## config.mk

```make
export PLATFORM = sky130hd
export DESIGN_NAME = ram_stream_reader_flat
export DESIGN_NICKNAME = d
export VERILOG_FILES = /design/src/rtl/ram_stream_reader_if.sv /design/src/rtl/ram_stream_reader.sv /design/src/flat_wrapper.sv
export SDC_FILE = /design/constraint.sdc
export NUM_CORES = 1
export LEC_CHECK = 0
export ABC_AREA = 1
export CORE_UTILIZATION = 54
export DETAILED_ROUTE_END_ITERATION = 10
export HOLD_SLACK_MARGIN = 0.02
export PLACE_DENSITY = 0.78
export SYNTH_ARGS = -nofsm -noshare
export SYNTH_HDL_FRONTEND = slang
export SYNTH_SLANG_ARGS = --single-unit
```

## constraint.sdc

```tcl
create_clock -name clk -period 2.4 [get_ports clk]
set_input_delay 0.48 -clock clk [delete_from_list [all_inputs] [get_ports clk]]
set_output_delay 0.48 -clock clk [all_outputs]
set_load 0.01 [all_outputs]
```

## src/rtl/ram_stream_reader_if.sv

```systemverilog
// ram_stream_reader_if: bundles the RAM read port and the outbound beat stream
// of ram_stream_reader. master = the reader, slave = RAM + stream consumer.
interface ram_stream_reader_if #(
  parameter int DATA_WIDTH = 32,
  parameter int ADDR_WIDTH = 10
);
  // RAM port
  logic                  ram_en;
  logic                  ram_we;
  logic [ADDR_WIDTH-1:0] ram_addr;
  logic [DATA_WIDTH-1:0] ram_din;
  logic [DATA_WIDTH-1:0] ram_dout;
  // Beat stream
  logic                  m_valid;
  logic                  m_ready;
  logic [DATA_WIDTH-1:0] m_data;
  logic                  m_last;

  modport master (
    output ram_en, ram_we, ram_addr, ram_din,
    input  ram_dout,
    output m_valid, m_data, m_last,
    input  m_ready
  );

  modport slave (
    input  ram_en, ram_we, ram_addr, ram_din,
    output ram_dout,
    input  m_valid, m_data, m_last,
    output m_ready
  );
endinterface

```

## src/rtl/ram_stream_reader.sv

```systemverilog
// ram_stream_reader: read-only initiator for one port of behav_dual_port_ram.
// Streams length words starting at base_addr (wrapping at the top of the RAM)
// as valid/ready beats with a last marker. Reads are credit-gated so that the
// FIFO occupancy plus the one read in flight never exceeds FIFO_DEPTH, which
// absorbs the 1-cycle RAM latency and any downstream backpressure.
// Optional feature macro: RAM_STREAM_READER_PERF_EN adds a saturating
// stall_cycles counter (cycles with m_valid && !m_ready).
module ram_stream_reader #(
  parameter int DATA_WIDTH = 32,
  parameter int ADDR_WIDTH = 10,
  parameter int FIFO_DEPTH = 4
) (
  input  logic                  clk,
  input  logic                  rst_n,
  input  logic                  start,
  input  logic [ADDR_WIDTH-1:0] base_addr,
  input  logic [ADDR_WIDTH:0]   length,
  output logic                  busy,
  output logic                  done,
  ram_stream_reader_if.master   bus
`ifdef RAM_STREAM_READER_PERF_EN
  ,
  output logic [31:0]           stall_cycles
`endif
);

  localparam int PTR_W = (FIFO_DEPTH > 1) ? $clog2(FIFO_DEPTH) : 1;
  localparam int CNT_W = $clog2(FIFO_DEPTH + 1);
  localparam int LEN_W = ADDR_WIDTH + 1;

  typedef enum logic [1:0] {
    ST_IDLE   = 2'd0,
    ST_RUN    = 2'd1,
    ST_FINISH = 2'd2
  } state_e;

  state_e                state_q, state_d;
  logic [ADDR_WIDTH-1:0] addr_q, addr_d;
  logic [LEN_W-1:0]      issue_cnt_q, issue_cnt_d;
  logic [LEN_W-1:0]      beat_cnt_q, beat_cnt_d;
  logic                  inflight_q, inflight_d;
  logic                  ram_en_q, ram_en_d;
  logic                  busy_q, busy_d;
  logic                  done_q, done_d;
  logic [CNT_W-1:0]      fifo_count_q, fifo_count_d;
  logic [PTR_W-1:0]      wr_ptr_q, wr_ptr_d;
  logic [PTR_W-1:0]      rd_ptr_q, rd_ptr_d;
  logic [DATA_WIDTH-1:0] fifo_mem [FIFO_DEPTH];

  logic                  m_valid_s;
  logic                  m_last_s;
  logic                  push_s;
  logic                  pop_s;
  logic [CNT_W:0]        occ_s;

  // Circular pointer advance for a FIFO whose depth need not be a power of two.
  function automatic logic [PTR_W-1:0] ptr_inc(input logic [PTR_W-1:0] p);
    return (p == PTR_W'(FIFO_DEPTH - 1)) ? '0 : p + PTR_W'(1);
  endfunction

  assign m_valid_s = (fifo_count_q != '0);
  assign m_last_s  = m_valid_s && (beat_cnt_q == LEN_W'(1));
  assign push_s    = inflight_q;
  assign pop_s     = m_valid_s && bus.m_ready;

  // Transfer FSM next state: accepts start in IDLE, tracks issue/beat counts.
  always_comb begin
    state_d     = state_q;
    addr_d      = addr_q;
    issue_cnt_d = issue_cnt_q;
    beat_cnt_d  = beat_cnt_q;
    case (state_q)
      ST_IDLE: begin
        if (start) begin
          if (length != '0) begin
            state_d     = ST_RUN;
            addr_d      = base_addr;
            issue_cnt_d = length;
            beat_cnt_d  = length;
          end else begin
            state_d = ST_FINISH;
          end
        end else begin
          state_d = ST_IDLE;
        end
      end
      ST_RUN: begin
        if (ram_en_q) begin
          issue_cnt_d = issue_cnt_q - LEN_W'(1);
          addr_d      = addr_q + ADDR_WIDTH'(1);
        end else begin
          issue_cnt_d = issue_cnt_q;
          addr_d      = addr_q;
        end
        if (pop_s) begin
          beat_cnt_d = beat_cnt_q - LEN_W'(1);
          if (m_last_s) begin
            state_d = ST_FINISH;
          end else begin
            state_d = ST_RUN;
          end
        end else begin
          beat_cnt_d = beat_cnt_q;
          state_d    = ST_RUN;
        end
      end
      ST_FINISH: begin
        state_d = ST_IDLE;
      end
      default: begin
        state_d = ST_IDLE;
      end
    endcase
  end

  // FIFO bookkeeping and the credit check that decides next cycle's read.
  always_comb begin
    fifo_count_d = fifo_count_q;
    occ_s        = '0;
    case ({push_s, pop_s})
      2'b10:   fifo_count_d = fifo_count_q + CNT_W'(1);
      2'b01:   fifo_count_d = fifo_count_q - CNT_W'(1);
      default: fifo_count_d = fifo_count_q;
    endcase
    wr_ptr_d   = push_s ? ptr_inc(wr_ptr_q) : wr_ptr_q;
    rd_ptr_d   = pop_s  ? ptr_inc(rd_ptr_q) : rd_ptr_q;
    // The read issued this cycle is next cycle's in-flight word.
    inflight_d = ram_en_q;
    occ_s      = {1'b0, fifo_count_d} + {{CNT_W{1'b0}}, inflight_d};
    ram_en_d   = (state_d == ST_RUN) && (issue_cnt_d != '0) &&
                 (occ_s < (CNT_W + 1)'(FIFO_DEPTH));
    busy_d     = (state_d != ST_IDLE);
    done_d     = (state_d == ST_FINISH);
  end

  // Control, counter and registered-output state; reset aborts and flushes.
  always_ff @(posedge clk or negedge rst_n) begin
    if (!rst_n) begin
      state_q      <= ST_IDLE;
      addr_q       <= '0;
      issue_cnt_q  <= '0;
      beat_cnt_q   <= '0;
      inflight_q   <= 1'b0;
      ram_en_q     <= 1'b0;
      busy_q       <= 1'b0;
      done_q       <= 1'b0;
      fifo_count_q <= '0;
      wr_ptr_q     <= '0;
      rd_ptr_q     <= '0;
    end else begin
      state_q      <= state_d;
      addr_q       <= addr_d;
      issue_cnt_q  <= issue_cnt_d;
      beat_cnt_q   <= beat_cnt_d;
      inflight_q   <= inflight_d;
      ram_en_q     <= ram_en_d;
      busy_q       <= busy_d;
      done_q       <= done_d;
      fifo_count_q <= fifo_count_d;
      wr_ptr_q     <= wr_ptr_d;
      rd_ptr_q     <= rd_ptr_d;
    end
  end

  // FIFO storage: capture RAM data the cycle after a read was issued.
  always_ff @(posedge clk) begin
    if (push_s) begin
      fifo_mem[wr_ptr_q] <= bus.ram_dout;
    end
  end

`ifdef RAM_STREAM_READER_PERF_EN
  logic [31:0] stall_q, stall_d;

  // Stall counter next value: clear on accepted start, saturate at all-ones.
  always_comb begin
    if (start && (state_q == ST_IDLE)) begin
      stall_d = 32'd0;
    end else if (m_valid_s && !bus.m_ready && (stall_q != 32'hFFFF_FFFF)) begin
      stall_d = stall_q + 32'd1;
    end else begin
      stall_d = stall_q;
    end
  end

  // Stall counter register.
  always_ff @(posedge clk or negedge rst_n) begin
    if (!rst_n) begin
      stall_q <= 32'd0;
    end else begin
      stall_q <= stall_d;
    end
  end

  assign stall_cycles = stall_q;
`endif

  assign bus.ram_en   = ram_en_q;
  assign bus.ram_we   = 1'b0;
  assign bus.ram_addr = addr_q;
  assign bus.ram_din  = '0;
  assign bus.m_valid  = m_valid_s;
  // Gated so the bus reads zero whenever no beat is offered.
  assign bus.m_data   = m_valid_s ? fifo_mem[rd_ptr_q] : '0;
  assign bus.m_last   = m_last_s;
  assign busy         = busy_q;
  assign done         = done_q;

endmodule

```

## src/flat_wrapper.sv

```systemverilog
// flat-port wrapper written by rule: the top's interface ports become plain ports
module ram_stream_reader_flat 
#(
  parameter int DATA_WIDTH = 32,
  parameter int ADDR_WIDTH = 10,
  parameter int FIFO_DEPTH = 4
)
  (clk, rst_n, start, base_addr, length, busy, done, bus_ram_en, bus_ram_we, bus_ram_addr, bus_ram_din, bus_ram_dout, bus_m_valid, bus_m_data, bus_m_last, bus_m_ready);
  ram_stream_reader_if #(.DATA_WIDTH(DATA_WIDTH), .ADDR_WIDTH(ADDR_WIDTH)) bus_i ();
  input  logic clk;
  input  logic rst_n;
  input  logic start;
  input  logic [ADDR_WIDTH-1:0] base_addr;
  input  logic [ADDR_WIDTH:0] length;
  output logic busy;
  output logic done;
  output wire logic [$bits(bus_i.ram_en)-1:0] bus_ram_en;
  output wire logic [$bits(bus_i.ram_we)-1:0] bus_ram_we;
  output wire logic [$bits(bus_i.ram_addr)-1:0] bus_ram_addr;
  output wire logic [$bits(bus_i.ram_din)-1:0] bus_ram_din;
  input wire logic [$bits(bus_i.ram_dout)-1:0] bus_ram_dout;
  output wire logic [$bits(bus_i.m_valid)-1:0] bus_m_valid;
  output wire logic [$bits(bus_i.m_data)-1:0] bus_m_data;
  output wire logic [$bits(bus_i.m_last)-1:0] bus_m_last;
  input wire logic [$bits(bus_i.m_ready)-1:0] bus_m_ready;
  assign bus_ram_en = bus_i.ram_en;
  assign bus_ram_we = bus_i.ram_we;
  assign bus_ram_addr = bus_i.ram_addr;
  assign bus_ram_din = bus_i.ram_din;
  assign bus_i.ram_dout = bus_ram_dout;
  assign bus_m_valid = bus_i.m_valid;
  assign bus_m_data = bus_i.m_data;
  assign bus_m_last = bus_i.m_last;
  assign bus_i.m_ready = bus_m_ready;
  ram_stream_reader #(.DATA_WIDTH(DATA_WIDTH), .ADDR_WIDTH(ADDR_WIDTH), .FIFO_DEPTH(FIFO_DEPTH)) u_core (.clk(clk), .rst_n(rst_n), .start(start), .base_addr(base_addr), .length(length), .busy(busy), .done(done), .bus(bus_i));
endmodule
```

==> metrics.yaml, run 1 <==
status: "complete, but fails checks"
violations: "DRC"
gp_congestion: 0.9326
fp-row-count: 44
period_needed_ns: 2.344
rr_endpoint: "u_core.bus.ram_en$_DFF_PN0_"
setup_viol: 0
slew-limit-headroom: 0.6567
critPathLaunchType: "flop"
routedWlPerCell_um: 16.34
cp_cell_sequence: "buf_4 -> clkinv_4 -> buf_12 -> o21ai_0 -> a21oi_1 -> clkbuf_2"
rsz0062_at_grt: "no"
postLayoutSetupSlackWorst_ns: 0.05600
synth.distinct_cells: 47
p_int_mw: 8.163
worstMarginPinSlew_ns: 0.5143
dpl.hpwl_mm: 11.33
cpPeakStageDelay_ns: 0.45
netlist_area_um2: 8187
hp-class: "input pin to async pin"
slowest_stage: "dfrtp_2"
die-height_um: 125.1
initial_core_util: 0.5590
p_clk_frac: 0.207
synthFlopType: "edfxtp_1"
via_count: 6218
ff2ff_path_depth: 12
synth_edf_count: 128
p_switching_mw: 5.271
worstSetupPathType: "flop to output pin"
power_mw: 13.43
maxCapViolations: 0
htree_num_levels: 4
fin_skew_ns: 0.01037
netlist_instances: 833
multi_input_area_um2: 2681
crit_family: "buffers and inverters"
seqCellArea_um2: 4971
crit_buf_inv: 4
crit_start: "u_core.rd_ptr_q[0]$_DFFE_PN0N_"
crit_path_max_fanout: 34
avgSynthCellArea_um2: 9.828
worst-r2r-setup-slack_ns: 0.19
switching_share: 0.3923
arrival_ns: 1.86
finalNonFillerCells: 1156
fin_nets: 1027
yosysWarnings: 0
seq_power_share: 0.346
crit_path_end_kind: "output pin"
cts_sinks: 173
comb_power_share: 0.447
cp.depth: 6
ant_nets: 0
drtIter0Drc: 552
first_pass_iters: 8
gr-total-overflow: 0
irDropWorstVdd_mv: 0.6474
cts-root-buf: "clkbuf_16"
period_share: 0.9767
syn_to_final_growth_pct: 23.12
io_pins: 137
grt_max_degree: 35
cts_tree: "built"
track_usage: 0.2472
worstPathRequired_ns: 1.92
grt_pass1_vias: 5923
wl_mm: 18.89
drc: 14
dieArea_um2: 15660
ys_seq_area_frac: 0.6071
layout_common_cells: "163 x nor2_1, 128 x edfxtp_1, 105 x nand2_1, 82 x o21ai_0, 69 x clkdlybuf4s50_1"
maxSlewViolCount: 0
ys_ff_latch: 173
numCtsBuffers: 17
clk_latency_ns: 0.44
utilization: 0.6883
dp_cells: 1112
crit_end: "bus_m_data[2]"
clk_pin_slew_worst_paths_ns: 0.06
clock_path_buffers: 2
fmax_mhz: 426.6
diodes: 0
io_buffers: 103
p_leak_nw: 4.156
timing.final.hold_violations: 0
drive_gt1_frac: 0.1389
synthArstFlopShare: 0.2601
place_ws_ns: -0.07055
core_area_um2: 14640
powerDensity_nw_per_um2: 1333
final_common_cell: "nor2_1"
viasPerCell: 5.379
r2r_start: "u_core.fifo_count_q[2]$_DFF_PN0_"
fillCellCount: 1094
grt_pass1_wl_mm: 29.54
antenna_found_initial: 0
die_w_um: 125.1
-- synthesized netlist by cell type (all sizes together), types with 2 or more instances --
library cell,number,share of area
clkbuf,16,0.0073
edfxtp,128,0.47
a211oi,2,0.0018
nand3b,4,0.0041
o221ai,2,0.0021
o21ai,103,0.063
o211ai,4,0.0037
nor2,171,0.083
xnor2,2,0.0021
nor4,2,0.0015
xor2,3,0.0032
dfrtp,45,0.14
clkinv,3,0.0014
inv,64,0.030
o22ai,3,0.0023
or2,2,0.0018
ha,10,0.015
a31oi,4,0.0031
nand4,7,0.0053
nand3,37,0.024
nand2,112,0.055
a21oi,48,0.030
buf,52,0.043
nor3,3,0.0024
-- power by group through the flow --
stage          Sequential [mW]  Clock [mW]  Combinational (mW)
6_report                  4.64        2.79                6.01
3_3_place_gp              4.65           0                5.84
3_5_place_dp              4.67           0                5.97
2_1_floorplan             4.60           0                3.65
5_1_grt                   4.73        2.94                6.63
4_1_cts                   4.63        2.80                5.90
-- repair_timing --
item	4_1_cts	5_1_grt
gates resized for setup	44	60
pin swaps	2	10
setup endpoints to repair	33	29
cloned	2	2
setup buffers	3	4
endpoints found under the hold margin	11	0
hold buffers	1	0
-- state kept, by name, indices dropped and copies added (netlist names) --
register,cells
u_core.beat_cnt_q,11
u_core.bus.ram_addr,10
u_core.bus.ram_en,1
u_core.busy,1
u_core.done,1
u_core.fifo_count_q,3
u_core.fifo_mem,128
u_core.inflight_q,1
u_core.issue_cnt_q,11
u_core.rd_ptr_q,2
u_core.state_q,2
u_core.wr_ptr_q,2
-- cell families (layout without fill, tap and decap cells) --
| kind of cell | after synthesis | count (layout) | share of synthesized area |
|---|---|---|---|
| AO/OA/AOI/OAI | 169 | 169 | 0.1093 |
| flip-flops | 173 | 173 | 0.6071 |
| adder cells (fa/ha/maj) | 11 | 11 | 0.01773 |
| other | 1 | 33 | 0.0004581 |
| AND/OR/NAND/NOR | 338 | 338 | 0.1771 |
| buffers and inverters | 135 | 242 | 0.08177 |
| XOR/XNOR | 5 | 5 | 0.005350 |
| multiplexers | 1 | 1 | 0.001223 |
-- stage by stage --
| stage | instance area [um2] | hold WS [ns] | TNS [ns] |
|---|---|---|---|
| after floorplan | 8307 | 0.1844 | 0 |
| after global placement | 9427 | 0.3875 | -0.06153 |
| after detailed placement | 9427 | 0.3903 | -0.07055 |
| after CTS | 10090 | 0.4547 | 0 |
| after global routing | 10080 | 0.4777 | 0 |
| final | 10080 | 0.4500 | 0 |
-- worst min path at each step --
stage,start,to,slack (ns),depth (start not counted)
final,rst_n,u_core.beat_cnt_q[0]$_DFFE_PN0P_,0.45,2
after global routing,rst_n,u_core.beat_cnt_q[0]$_DFFE_PN0P_,0.48,2
after CTS,rst_n,u_core.beat_cnt_q[0]$_DFFE_PN0P_,0.45,2
after detailed placement,rst_n,u_core.beat_cnt_q[0]$_DFFE_PN0P_,0.39,1
after global placement,rst_n,u_core.beat_cnt_q[0]$_DFFE_PN0P_,0.39,1
after floorplan,rst_n,u_core.beat_cnt_q[0]$_DFFE_PN0P_,0.18,0
-- layout make-up --
class,count,share of cell area
tap,184,0.02284
timing repair buffer,143,0.1326
inverter,67,0.02632
clock buffer,19,0.04295
multi-input combinational,557,0.2660
clock inverter,13,0.01614
sequential,173,0.4932
-- per-layer routing --
metal / up-vias / routed length (um) / global-route usage
li1: 3014 / - / -
met1: 2901 / 7693 / 0.2972
met2: 271 / 9571 / 0.4289
met3: 32 / 1242 / 0.05049
met4: 0 / 384 / 0.1148
met5: - / 0 / 0
(Power assumes the default switching activity.)
==> run 2, diff against run 1 <==
--- a/config.mk
+++ b/config.mk
@@ -9,7 +9,7 @@
 export CORE_UTILIZATION = 54
 export DETAILED_ROUTE_END_ITERATION = 10
 export HOLD_SLACK_MARGIN = 0.02
-export PLACE_DENSITY = 0.78
+export PLACE_DENSITY = 0.8
 export SYNTH_ARGS = -nofsm -noshare
 export SYNTH_HDL_FRONTEND = slang
 export SYNTH_SLANG_ARGS = --single-unit
==> metrics.yaml, run 2 (synthesis gave the netlist of run 1 again) <==
diodes: 0
fin_nets: 1022
setup_viol: 0
arrival_ns: 1.88
critPathLaunchType: "flop"
status: "complete, but fails checks"
cts_tree: "built"
worstSetupPathType: "flop to output pin"
clk_pin_slew_worst_paths_ns: 0.06
fillCellCount: 1117
maxCapViolations: 0
dpl.hpwl_mm: 11.28
io_buffers: 103
stdcell_area_um2: 10090
worstMarginPinSlew_ns: 0.5844
finalNonFillerCells: 1149
track_usage: 0.2341
crit_path_max_fanout: 15
die_w_um: 125.1
slew-limit-headroom: 0.6104
timing.final.hold_violations: 0
initial_core_util: 0.5590
first_pass_iters: 8
dieArea_um2: 15660
cts-root-buf: "clkbuf_16"
grt_max_degree: 46
die-height_um: 125.1
ant_nets: 0
violations: "DRC"
fp-row-count: 44
drc: 14
viasPerCell: 5.325
dp_cells: 1112
crit_path_end_kind: "output pin"
antenna_found_initial: 0
period_share: 0.9830
utilization: 0.6887
gr-total-overflow: 0
fin_skew_ns: 0.008604
htree_num_levels: 4
routedWlPerCell_um: 15.38
gp_congestion: 0.8843
drtIter0Drc: 473
io_pins: 137
cts_sinks: 173
wl_mm: 17.67
via_count: 6118
p_leak_nw: 4.207
drive_gt1_frac: 0.1264
period_needed_ns: 2.359
dpl_cell_area_um2: 9452
numCtsBuffers: 17
final_common_cell: "nor2_1"
whs_ns: 0.1437
largest_register_ffs: 128
powerDensity_nw_per_um2: 1319
grt_pass1_vias: 5870
clk_latency_ns: 0.42
largest-register: "u_core.fifo_mem"
core_area_um2: 14640
worstPathRequired_ns: 1.92
syn_to_final_growth_pct: 23.20
maxSlewViolCount: 0
power_mw: 13.31
hp-class: "input pin to async pin"
fmax_mhz: 423.9
irDropWorstVdd_mv: 0.7635
cts_hold_buf: 0
ff2ff_path_depth: 12
layout_common_cells: "163 x nor2_1, 128 x edfxtp_1, 104 x nand2_1, 84 x o21ai_0, 69 x clkdlybuf4s50_1"
grt_pass1_wl_mm: 28.03
reg_top3: "u_core.fifo_mem x128, u_core.beat_cnt_q x11, u_core.issue_cnt_q x11"
clock_path_buffers: 2
## run 2: cell count changes in the layout (fill, tap and decap cells not counted), sizes merged
cell           before  now
clkdlybuf4s15       4    3
clkinvlp            2    0
inv                66   65
dlygate4sd3         1    0
clkbuf             46   38
buf                39   35
dlymetal6s2s        0    8
clkinv              9   11
## run 2: cell type report
cell class,instances,area (um2),share of cell area
clock buffers,18,429.2,0.04255
clock inverters,12,146.4,0.01451
inverters,67,265.3,0.02630
multi-input cells,557,2684,0.2661
flip-flops and latches,173,4971,0.4929
well taps,184,230.2,0.02283
repair buffers,138,1360,0.1348
## run 2: path summary, 6_finish.rpt
path / from / to / slack (ns)
setup / recovery: u_core.rd_ptr_q[0]$_DFFE_PN0N_ / bus_m_data[14] / 0.04
hold / removal: rst_n / u_core.bus.ram_addr[8]$_DFFE_PN0P_ / 0.14
setup reg to reg: u_core.fifo_count_q[2]$_DFF_PN0_ / u_core.bus.ram_en$_DFF_PN0_ / 0.20
hold reg to reg: u_core.fifo_count_q[2]$_DFF_PN0_ / u_core.fifo_count_q[2]$_DFF_PN0_ / 0.51
max in group asynchronous: rst_n / u_core.rd_ptr_q[0]$_DFFE_PN0N_ / 1.83
min in group clk: u_core.fifo_count_q[2]$_DFF_PN0_ / u_core.fifo_count_q[2]$_DFF_PN0_ / 0.51
## run 2: power by group
group	total, mW	internal, mW	switching [mW]
Combinational	5.97	2.41	3.56
Sequential	4.64	4.17	0.470
Clock	2.70	1.62	1.08
## run 2: routing by layer
metal,vias up,wire (um),GRT usage
met5,-,0,0
met2,232,8959,0.4045
met4,0,235,0.09039
met3,22,1173,0.05263
li1,2989,-,-
met1,2875,7300,0.2869
## run 2: repair_timing
action | in CTS | in global routing
cloned | 1 | 1
pin swaps | 0 | 5
gates resized for setup | 34 | 54
setup buffers | 1 | 4
endpoints found under the setup margin | 33 | 28
## run 2: critical path, stage by stage, from the launching register on
cell and delay [ns]:
dfrtp_2 0.46, buf_4 0.16, clkbuf_16 0.16, nor2_1 0.06
nor2_1 0.11, o21ai_0 0.12, a21oi_1 0.14, clkdlybuf4s15_1 0.25
## run 2: stage by stage
| stage | setup WS, ns | setup TNS [ns] |
|---|---|---|
| floorplan | 0.2820 | 0 |
| global placement | -0.07312 | -0.07312 |
| detailed placement | -0.07860 | -0.07860 |
| CTS | -0.2253 | -1.556 |
| global route | -0.01890 | -0.05881 |
| finish | 0.04078 | 0 |
==> run 3, diff against run 2 <==
--- a/config.mk
+++ b/config.mk
@@ -6,6 +6,7 @@
 export NUM_CORES = 1
 export LEC_CHECK = 0
 export ABC_AREA = 1
+export CORE_ASPECT_RATIO = 1.2
 export CORE_UTILIZATION = 54
 export DETAILED_ROUTE_END_ITERATION = 10
 export HOLD_SLACK_MARGIN = 0.02
==> metrics.yaml, run 3 (synthesis gave the netlist of run 1 again) <==
status: "complete, but fails checks"
violations: "setup timing"
reg_top3: "u_core.fifo_mem x128, u_core.beat_cnt_q x11, u_core.issue_cnt_q x11"
ant_nets: 0
gp_congestion: 0.9126
fin_nets: 1020
largest-register: "u_core.fifo_mem"
maxSlewViolCount: 0
postLayoutSetupSlackWorst_ns: -0.1756
die-height_um: 136.9
rr_endpoint: "u_core.bus.ram_en$_DFF_PN0_"
hp-class: "flop to flop"
r2r_start: "u_core.fifo_count_q[2]$_DFF_PN0_"
final_common_cell: "nor2_1"
layout_common_cells: "162 x nor2_1, 128 x edfxtp_1, 104 x nand2_1, 86 x o21ai_0, 84 x clkdlybuf4s50_1"
p_leak_nw: 4.163
cp.depth: 5
gr-total-overflow: 0
critPathLaunchType: "flop"
grt_pass1_vias: 5745
core_area_um2: 14590
grt_pass1_wl_mm: 28.08
initial_core_util: 0.5610
htree_num_levels: 4
wl_mm: 17.81
seqCellArea_um2: 4971
clock_path_buffers: 2
cts_sinks: 173
maxCapViolations: 0
cpPeakStageDelay_ns: 0.56
worstSetupPathType: "flop to output pin"
setup_viol: 15
clk_pin_slew_worst_paths_ns: 0.06
fmax_mhz: 388.3
period_needed_ns: 2.576
track_usage: 0.2373
syn_to_final_growth_pct: 23.38
worst-r2r-setup-slack_ns: 0.25
period_share: 1.073
crit_family: "buffers and inverters"
fin_skew_ns: 0.007199
multi_input_area_um2: 2683
comb_power_share: 0.452
die_w_um: 114.4
io_pins: 137
first_pass_iters: 5
grt_max_degree: 33
via_count: 6103
cp_cell_sequence: "inv_4 -> buf_8 -> o21ai_0 -> a21oi_1 -> clkdlybuf4s50_1"
p_clk_frac: 0.196
dieArea_um2: 15660
setup_tns_ns: -1.841
diodes: 0
utilization: 0.6921
viasPerCell: 5.239
crit_path_end_kind: "output pin"
timing.final.hold_violations: 0
crit_start: "u_core.rd_ptr_q[0]$_DFFE_PN0N_"
cts_tree: "built"
whs_ns: 0.4998
io_buffers: 103
drive_gt1_frac: 0.1109
clk_latency_ns: 0.42
irDropWorstVdd_mv: 0.6223
p_int_mw: 8.100
slowest_stage: "clkdlybuf4s50_1"
p_switching_mw: 5.113
ff2ff_path_depth: 12
largest_register_ffs: 128
rsz0062_at_grt: "yes"
crit_path_max_fanout: 22
antenna_found_initial: 0
crit_end: "bus_m_data[10]"
fillCellCount: 1084
worstPathRequired_ns: 1.92
routedWlPerCell_um: 15.29
switching_share: 0.3870
fp-row-count: 48
powerDensity_nw_per_um2: 1308
drc: 0
cts-root-buf: "clkbuf_16"
dpl.hpwl_mm: 11.82
numCtsBuffers: 17
crit_buf_inv: 3
drtIter0Drc: 518
seq_power_share: 0.352
arrival_ns: 2.10
[run 3: metal layers]
metal | part of all wire | vias to the layer above | wire [um] | GRT usage
met2 | 0.52 | 247 | 9260 | 0.4088
li1 | - | 2990 | - | -
met1 | 0.40 | 2856 | 7140 | 0.2927
met4 | 0.0087 | 0 | 155 | 0.07937
met5 | 0 | - | 0 | 0
met3 | 0.070 | 10 | 1254 | 0.05846
[run 3: area by class of cell]
| type | instances | share of cell area |
|---|---|---|
| flip-flops and latches | 173 | 0.4921 |
| clock inverters | 14 | 0.01325 |
| repair buffers | 136 | 0.1358 |
| well taps | 200 | 0.02477 |
| clock buffers | 18 | 0.04249 |
| inverters | 67 | 0.02601 |
| multi-input cells | 557 | 0.2656 |
[run 3: power groups by stage]
stage / logic [mW] / registers (mW) / clock network, mW
3_3_place_gp: 5.85 / 4.65 / 0
5_1_grt: 6.65 / 4.72 / 2.76
4_1_cts: 6.02 / 4.63 / 2.63
2_1_floorplan: 3.65 / 4.60 / 0
3_5_place_dp: 6.01 / 4.67 / 0
6_report: 5.98 / 4.64 / 2.59
[run 3: how the worst min path moves through the flow]
| stage | startpoint | end | cells past startpoint |
|---|---|---|---|
| 2_1_floorplan | rst_n | u_core.beat_cnt_q[0]$_DFFE_PN0P_ | 0 |
| 3_3_place_gp | rst_n | u_core.beat_cnt_q[1]$_DFFE_PN0P_ | 1 |
| 3_5_place_dp | rst_n | u_core.beat_cnt_q[1]$_DFFE_PN0P_ | 1 |
| 4_1_cts | u_core.beat_cnt_q[5]$_DFFE_PN0P_ | u_core.beat_cnt_q[5]$_DFFE_PN0P_ | 1 |
| 5_1_grt | u_core.beat_cnt_q[5]$_DFFE_PN0P_ | u_core.beat_cnt_q[5]$_DFFE_PN0P_ | 1 |
| 6_report | u_core.beat_cnt_q[5]$_DFFE_PN0P_ | u_core.beat_cnt_q[5]$_DFFE_PN0P_ | 1 |
[run 3: stage by stage]
step | total power, mW | setup slack, ns | area [um2] | instances
4_1_cts | 13.29 | -0.2089 | 10080 | 1165
3_5_place_dp | 10.68 | -0.08403 | 9469 | 1131
3_3_place_gp | 10.50 | -0.05395 | 9469 | 1131
5_1_grt | 14.13 | -0.3021 | 10100 | 1165
2_1_floorplan | 8.246 | 0.2820 | 8307 | 865
6_report | 13.21 | -0.1756 | 10100 | 1165
[run 3: repair_timing]
item / 4_1_cts / 5_1_grt
hold endpoints to repair: 16 / 0
resized for setup: 21 / 19
endpoints found under the setup margin: 33 / 27
pin swaps: 0 / 1
buffers inserted: 1 / 0
gates cloned: 0 / 0
hold buffers: 1 / 0
